File: config.mk
export PLATFORM = sky130hd
export DESIGN_NAME = spi_master_flat
export DESIGN_NICKNAME = d
export VERILOG_FILES = /design/src/rtl/spi_pkg.sv /design/src/rtl/spi_master_if.sv /design/src/rtl/sclk_divider.sv /design/src/rtl/shift_reg.sv /design/src/rtl/spi_master.sv /design/src/flat_wrapper.sv
export SDC_FILE = /design/constraint.sdc
export NUM_CORES = 1
export LEC_CHECK = 0
export ABC_AREA = 1
export CORE_MARGIN = 5
export CORE_UTILIZATION = 45
export DETAILED_ROUTE_END_ITERATION = 10
export DONT_BUFFER_PORTS = 1
export PLACE_DENSITY_LB_ADDON = 0.25
export REMOVE_ABC_BUFFERS = 1
export SYNTH_ARGS = -nofsm -noshare
export SYNTH_HDL_FRONTEND = slang
export SYNTH_SLANG_ARGS = --single-unit
export TNS_END_PERCENT = 50
File: constraint.sdc
create_clock -name clk -period 2.7 [get_ports clk]
set_input_delay 0.27 -clock clk [delete_from_list [all_inputs] [get_ports clk]]
set_output_delay 0.27 -clock clk [all_outputs]
set_load 0.01 [all_outputs]
File: src/rtl/spi_pkg.sv
// Shared constants for the SPI master: state encoding, frame geometry and mode-0 idle levels.
package spi_pkg;

    localparam int unsigned STATE_W    = 3;
    localparam int unsigned FRAME_BITS = 16;

    typedef enum logic [STATE_W-1:0] {
        IDLE  = 3'd0,
        SETUP = 3'd1,
        SHIFT = 3'd2,
        HOLD  = 3'd3,
        DONE  = 3'd4
    } state_t;

    localparam logic RW_READ   = 1'b1;
    localparam logic RW_WRITE  = 1'b0;
    localparam logic SCLK_IDLE = 1'b0;
    localparam logic CS_IDLE   = 1'b1;

endpackage

File: src/rtl/spi_master_if.sv
// Host-side start/done handshake of the SPI master.
interface spi_master_if #(
    parameter int unsigned ADDRW = 7,
    parameter int unsigned width = 8
);
    logic             start;
    logic             rw;
    logic [ADDRW-1:0] addr;
    logic [width-1:0] wdata;
    logic [width-1:0] rdata;
    logic             done;
    logic             busy;

    modport master (output start, rw, addr, wdata, input rdata, done, busy);
    modport slave  (input start, rw, addr, wdata, output rdata, done, busy);
endinterface

File: src/rtl/sclk_divider.sv
// sclk generator: toggles every CLKDIV clk cycles while enabled; rise/fall flag the edge that toggles.
module sclk_divider #(
    parameter int unsigned CLKDIV = 4
) (
    input  logic clk,
    input  logic rst_n,
    input  logic en,
    output logic sclk,
    output logic rise,
    output logic fall
);
    import spi_pkg::*;

    localparam int unsigned CNTW = (CLKDIV > 1) ? $clog2(CLKDIV) : 1;

    logic [CNTW-1:0] cnt;
    logic            term;

    assign term = (cnt == CNTW'(CLKDIV - 1));
    // Strobes mark the clk edge at which sclk will toggle, so the master acts on that same edge.
    assign rise = en && term && !sclk;
    assign fall = en && term && sclk;

    always_ff @(posedge clk or negedge rst_n) begin
        if (!rst_n) begin
            cnt  <= '0;
            sclk <= SCLK_IDLE;
        end else if (!en) begin
            cnt  <= '0;
            sclk <= SCLK_IDLE;
        end else if (term) begin
            cnt  <= '0;
            sclk <= ~sclk;
        end else begin
            cnt  <= CNTW'(cnt + 1'b1);
        end
    end
endmodule

File: src/rtl/shift_reg.sv
// Generic shift register, serial-in/parallel-out, LSB in.
module shift_reg #(
    parameter int unsigned W = 8
) (
    input  logic         clk,
    input  logic         rst_n,
    input  logic         clr,
    input  logic         en,
    input  logic         din,
    output logic [W-1:0] q
);
    always_ff @(posedge clk or negedge rst_n) begin
        if (!rst_n) begin
            q <= '0;
        end else if (clr) begin
            q <= '0;
        end else if (en) begin
            q <= {q[W-2:0], din};
        end
    end
endmodule

File: src/rtl/spi_master.sv
// SPI mode-0 master: one 16-bit {addr, rw, data} frame per start/done handshake.
module spi_master
    import spi_pkg::*;
#(
    parameter int unsigned width  = 8,
    parameter int unsigned ADDRW  = 7,
    parameter int unsigned CLKDIV = 4
) (
    input  logic         clk,
    input  logic         rst_n,
    spi_master_if.slave  bus,
    output logic         sclk,
    output logic         cs,
    output logic         mosi,
    input  logic         miso
);
    localparam int unsigned CNTW = (CLKDIV > 1) ? $clog2(CLKDIV) : 1;
    localparam int unsigned IDXW = $clog2(FRAME_BITS);

    if (CLKDIV < 1) begin : g_bad_clkdiv
        $error("spi_master: CLKDIV must be >= 1");
    end
    if (ADDRW + 1 + width != FRAME_BITS) begin : g_bad_frame
        $error("spi_master: ADDRW + 1 + width must equal FRAME_BITS");
    end

    state_t                state;
    logic [CNTW-1:0]       cnt;
    logic [IDXW-1:0]       bit_idx;
    logic [FRAME_BITS-1:0] tx_sr;
    logic                  rw_q;
    logic                  rise;
    logic                  fall;
    logic                  div_en;
    logic                  rx_clr;
    logic                  rx_shift;
    logic [width-1:0]      rx_q;
    logic                  term;

    assign div_en   = (state == SHIFT);
    assign term     = (cnt == CNTW'(CLKDIV - 1));
    assign rx_clr   = (state == IDLE) && bus.start;
    // Only the data phase of a read carries slave data.
    assign rx_shift = rise && (rw_q == RW_READ) && (bit_idx >= IDXW'(FRAME_BITS - width));

    sclk_divider #(.CLKDIV(CLKDIV)) u_div (
        .clk   (clk),
        .rst_n (rst_n),
        .en    (div_en),
        .sclk  (sclk),
        .rise  (rise),
        .fall  (fall)
    );

    shift_reg #(.W(width)) u_rx (
        .clk   (clk),
        .rst_n (rst_n),
        .clr   (rx_clr),
        .en    (rx_shift),
        .din   (miso),
        .q     (rx_q)
    );

    always_ff @(posedge clk or negedge rst_n) begin
        if (!rst_n) begin
            state     <= IDLE;
            cnt       <= '0;
            bit_idx   <= '0;
            tx_sr     <= '0;
            rw_q      <= RW_WRITE;
            cs        <= CS_IDLE;
            mosi      <= 1'b0;
            bus.busy  <= 1'b0;
            bus.done  <= 1'b0;
            bus.rdata <= '0;
        end else begin
            bus.done <= 1'b0;
            case (state)
                IDLE: begin
                    if (bus.start) begin
                        tx_sr    <= {bus.addr, bus.rw,
                                     (bus.rw == RW_READ) ? {width{1'b0}} : bus.wdata};
                        rw_q     <= bus.rw;
                        mosi     <= bus.addr[ADDRW-1];
                        cs       <= 1'b0;
                        bus.busy <= 1'b1;
                        cnt      <= '0;
                        bit_idx  <= '0;
                        state    <= SETUP;
                    end
                end
                SETUP: begin
                    if (term) begin
                        cnt   <= '0;
                        state <= SHIFT;
                    end else begin
                        cnt <= CNTW'(cnt + 1'b1);
                    end
                end
                SHIFT: begin
                    if (fall) begin
                        if (bit_idx == IDXW'(FRAME_BITS - 1)) begin
                            mosi  <= 1'b0;
                            state <= HOLD;
                        end else begin
                            mosi    <= tx_sr[FRAME_BITS-2];
                            tx_sr   <= {tx_sr[FRAME_BITS-2:0], 1'b0};
                            bit_idx <= IDXW'(bit_idx + 1'b1);
                        end
                    end
                end
                HOLD: begin
                    if (term) begin
                        cnt      <= '0;
                        cs       <= CS_IDLE;
                        bus.done <= 1'b1;
                        // Loaded on entry to DONE so rdata is valid alongside the done pulse.
                        if (rw_q == RW_READ) begin
                            bus.rdata <= rx_q;
                        end
                        state <= DONE;
                    end else begin
                        cnt <= CNTW'(cnt + 1'b1);
                    end
                end
                DONE: begin
                    bus.busy <= 1'b0;
                    state    <= IDLE;
                end
                default: state <= IDLE;
            endcase
        end
    end
endmodule
File: src/flat_wrapper.sv
// flat-port wrapper written by rule: the top's interface ports become plain ports
module spi_master_flat import spi_pkg::*;
#(
    parameter int unsigned width  = 8,
    parameter int unsigned ADDRW  = 7,
    parameter int unsigned CLKDIV = 4
)
  (clk, rst_n, sclk, cs, mosi, miso, bus_start, bus_rw, bus_addr, bus_wdata, bus_rdata, bus_done, bus_busy);
  spi_master_if #(.ADDRW(ADDRW), .width(width)) bus_i ();
  input  logic clk;
  input  logic rst_n;
  output logic sclk;
  output logic cs;
  output logic mosi;
  input  logic miso;
  input wire logic [$bits(bus_i.start)-1:0] bus_start;
  input wire logic [$bits(bus_i.rw)-1:0] bus_rw;
  input wire logic [$bits(bus_i.addr)-1:0] bus_addr;
  input wire logic [$bits(bus_i.wdata)-1:0] bus_wdata;
  output wire logic [$bits(bus_i.rdata)-1:0] bus_rdata;
  output wire logic [$bits(bus_i.done)-1:0] bus_done;
  output wire logic [$bits(bus_i.busy)-1:0] bus_busy;
  assign bus_i.start = bus_start;
  assign bus_i.rw = bus_rw;
  assign bus_i.addr = bus_addr;
  assign bus_i.wdata = bus_wdata;
  assign bus_rdata = bus_i.rdata;
  assign bus_done = bus_i.done;
  assign bus_busy = bus_i.busy;
  spi_master #(.width(width), .ADDRW(ADDRW), .CLKDIV(CLKDIV)) u_core (.clk(clk), .rst_n(rst_n), .bus(bus_i), .sclk(sclk), .cs(cs), .mosi(mosi), .miso(miso));
endmodule
==> summary.txt <==
Drt
  – ANT nets after route: 0
  – WL/cell: 12.54 µm
  – DR pass1 iterations: 4
  – Drt total wl: 4503 µm
  – Initial DRC count: 111
  – Vias/cell: 4.939
  – DRC viols: 0
  – Routed vias: 1773

Floorplan
  – I/O pin count: 33
  – Die Wd: 82.82 µm
  – Core ar.: 5140 µm²
  – Rows: 26
  – Initial cell density of the core: 0.4642
  – Die Ht: 82.82 µm
  – Die area: 6858 µm²

Finish
  – Share of cells above drive strength 1: 0.08304
  – Ant. Diodes: 0
  – Multi-input gate area: 1027 µm²
  – Area grow syn2layout: 6.870%
  – FF/Latch Area: 1202 µm²
  – Final Net Count: 312
  – Fill cell count: 536
  – Post-layout util: 0.4961

Critical path
  – Flop2flop setup slack: 1.07 ns
  – Slowest CP cell: dfrtp_1
  – Crit path DAT: 1.83 ns
  – Worst Setup End Kind: register
  – R2r worst-path depth: 6
  – Critical path, cell by cell: nor2_4 -> nand3_4 -> nand2_4 -> nand2_8 -> nand2_1 -> nand2_1
  – Max Fanout on Critical Path: 21
  – Most common cell on crit path: nand2_1
  – Worst flop-to-flop path startpoint: u_core.state[2]$_DFFE_PN0P_
  – RR Endpoint: u_core.tx_sr[7]$_DFFE_PN0P_
  – WS Path Type: reg2reg
  – CP peak stage delay: 0.42 ns
  – Startpoint types: register
  – CP required: 2.90 ns

Synth
  – Post-Syn Area: 2386 µm²
  – Largest area contributor in the netlist: dfrtp_1
  – Synth cell types: 29
  – Yosys warns: 0
  – Synth top area share: 0.4929
  – Sequential element share of the synthesized area: 0.5039
  – Synth Instances: 288
  – Seq cells post-synth: 48
  – Syn avg cell area: 8.285 µm²
  – Top cells by area, synth: dfrtp_1 (49%), nand2_1 (21%), nand3_1 (8.6%)

CTS
  – Reg clk slew, reported paths: 0.10 ns
  – Num CTS Buffers: 5
  – Post-CTS sizing: 0
  – CTS sink count: 48
  – CTS tree: done
  – H-tree depth: 2
  – Worst-Skew Late Latency: 0.31 ns
  – Root buffer cell: clkbuf_8
  – Max clock buf depth: 2

Timing
  – Slew HR: 0.7789
  – Clock Skew: 0.009701 ns
  – Setup TNS: 0 ns
  – Achievable frequency: 612.5 MHz
  – Final setup violation count: 0
  – Post-layout min period: 1.633 ns
  – Final Hold Vio Count: 0
  – Tcrit/Tclk final: 0.6047
  – Final Max Tran Viols: 0
  – Setup ws final: 1.067 ns
  – RSZ-0062 raised after global routing: no
  – Actual slew at the worst max-slew pin: 0.3317 ns

Place
  – GPL Wtd Cong: 0.7518
  – Place WS: 1.071 ns
  – Count of input and output buffers: 0
  – Post-DP HPWL: 2928 µm

Flow run
  – Max Cap Violations: 0

Global route
  – GRT Util Overall: 0.1361
  – Total gr overflow: 0
  – Initial antenna violation count: 0
  – First-pass GRT wire length: 7838 µm
  – Largest net degree at the start of global routing: 49
  – Vias in the first global route: 1719

Hold path
  – Hold depth: 2
  – Hold Crit Class: in2reg
  – Worst hold endpoint: u_core.u_rx.q[0]$_DFFE_PN0P_
  – Hold wc startpoint: miso

Pwr
  – Leak: 1.396 nW
  – Worst vdd ir: 198.4 µV
  – PD cells: 500.4 nW/µm²

Status
  – Status: completed
power by group:
group          total [W]  switching (W)  internal, W
clock network   0.000536       0.000257     0.000279
registers       0.000718              0     0.000718
logic          0.0000220      0.0000164   0.00000562
total            0.00128       0.000273      0.00100
cell type report:
class / count / share of cell area
Multi-Input combinational cell: 212 / 0.4028
Inverter: 18 / 0.02846
Sequential cell: 48 / 0.4715
Clock buffer: 5 / 0.02699
Timing Repair Buffer: 3 / 0.01766
Tap cell: 70 / 0.03435
Clock inverter: 3 / 0.01816
synth_stat cells (all sizes together):
library cell	number
a21o	1
nor2	10
nand4	5
o21ai	11
buf	9
nand2	135
ha	4
inv	17
nand3	42
xor2	1
or2	1
clkinv	1
nor3	2
dfrtp	47
dfstp	1
clkbuf	1
metal layers:
layer | up-vias | track usage | share of wire
met5 | - | 0 | 0
met4 | 0 | 0.04903 | 0.011
met3 | 5 | 0.03465 | 0.051
met2 | 40 | 0.2245 | 0.46
met1 | 818 | 0.1726 | 0.47
li1 | 910 | - | -
critical path: cells and delay by family (launching register included):
family	cells	cell delay, ns
simple gates	6	1.10
flops	1	0.42
kinds of logic (layout without fill, tap and decap cells):
kind of cell	Yosys count	in the layout	synth area share
flops	48	48	0.5039
buf+inv	28	29	0.06554
xor+xnor	1	1	0.003671
simple gates	195	195	0.3797
compound gates	12	12	0.02622
fa+ha+maj	4	4	0.02098
cell usage in the layout, fill, tap and decap left out:
master	n
nand2_1	131
dfrtp_1	47
nand3_1	41
inv_1	15
o21ai_0	10
nor2_1	7
clkbuf_8	5
ha_1	4
nand4_1	3
nor2_4	2
nand2_4	2
inv_6	2
nand2_8	2
or2_1	1
inv_2	1
nor3_2	1
nand4_2	1
nand3_4	1
nor3_1	1
nand4_4	1
nor2_2	1
clkinv_1	1
o21ai_1	1
a21o_1	1
xor2_1	1
bufinv_16	1
clkinvlp_4	1
buf_16	1
dlygate4sd3_1	1
buf_4	1
dfstp_2	1
flip-flops by register name (all words and copies together), names as in the netlist:
| register | cells |
|---|---|
| u_core.bit_idx | 4 |
| u_core.bus.busy | 1 |
| u_core.bus.done | 1 |
| u_core.bus.rdata | 8 |
| u_core.cnt | 2 |
| u_core.cs | 1 |
| u_core.mosi | 1 |
| u_core.rw_q | 1 |
| u_core.state | 3 |
| u_core.tx_sr | 15 |
| u_core.u_div.cnt | 2 |
| u_core.u_div.sclk | 1 |
| u_core.u_rx.q | 8 |
worst max-delay path by stage:
stage / from / endpoint
after CTS: u_core.state[2]$_DFFE_PN0P_ / u_core.tx_sr[7]$_DFFE_PN0P_
final: u_core.state[2]$_DFFE_PN0P_ / u_core.tx_sr[7]$_DFFE_PN0P_
after global placement: u_core.state[2]$_DFFE_PN0P_ / u_core.tx_sr[12]$_DFFE_PN0P_
after floorplan: u_core.state[0]$_DFFE_PN0P_ / u_core.bus.rdata[0]$_DFFE_PN0P_
after detailed placement: u_core.state[2]$_DFFE_PN0P_ / u_core.tx_sr[7]$_DFFE_PN0P_
after global routing: u_core.state[2]$_DFFE_PN0P_ / u_core.tx_sr[0]$_DFFE_PN0P_
per-stage QoR:
| stage | cells | instance area (µm²) | hold WS [ns] | total power, W |
|---|---|---|---|---|
| 6_report | 359 | 2550 | 0.09199 | 0.001276 |
| 5_1_grt | 359 | 2550 | 0.08328 | 0.001325 |
| 4_1_cts | 359 | 2550 | 0.08231 | 0.001292 |
| 3_5_place_dp | 349 | 2397 | -0.02425 | 0.0007355 |
| 3_3_place_gp | 349 | 2397 | -0.02391 | 0.0007353 |
| 2_1_floorplan | 278 | 2302 | -0.02559 | 0.0007348 |
timing repair:
| action | CTS | global route |
|---|---|---|
| setup buffers | 0 | 0 |
| hold buffers | 2 | 0 |
| endpoints found under the hold margin | 48 | 0 |
Power figures use the tool's default switching activity.
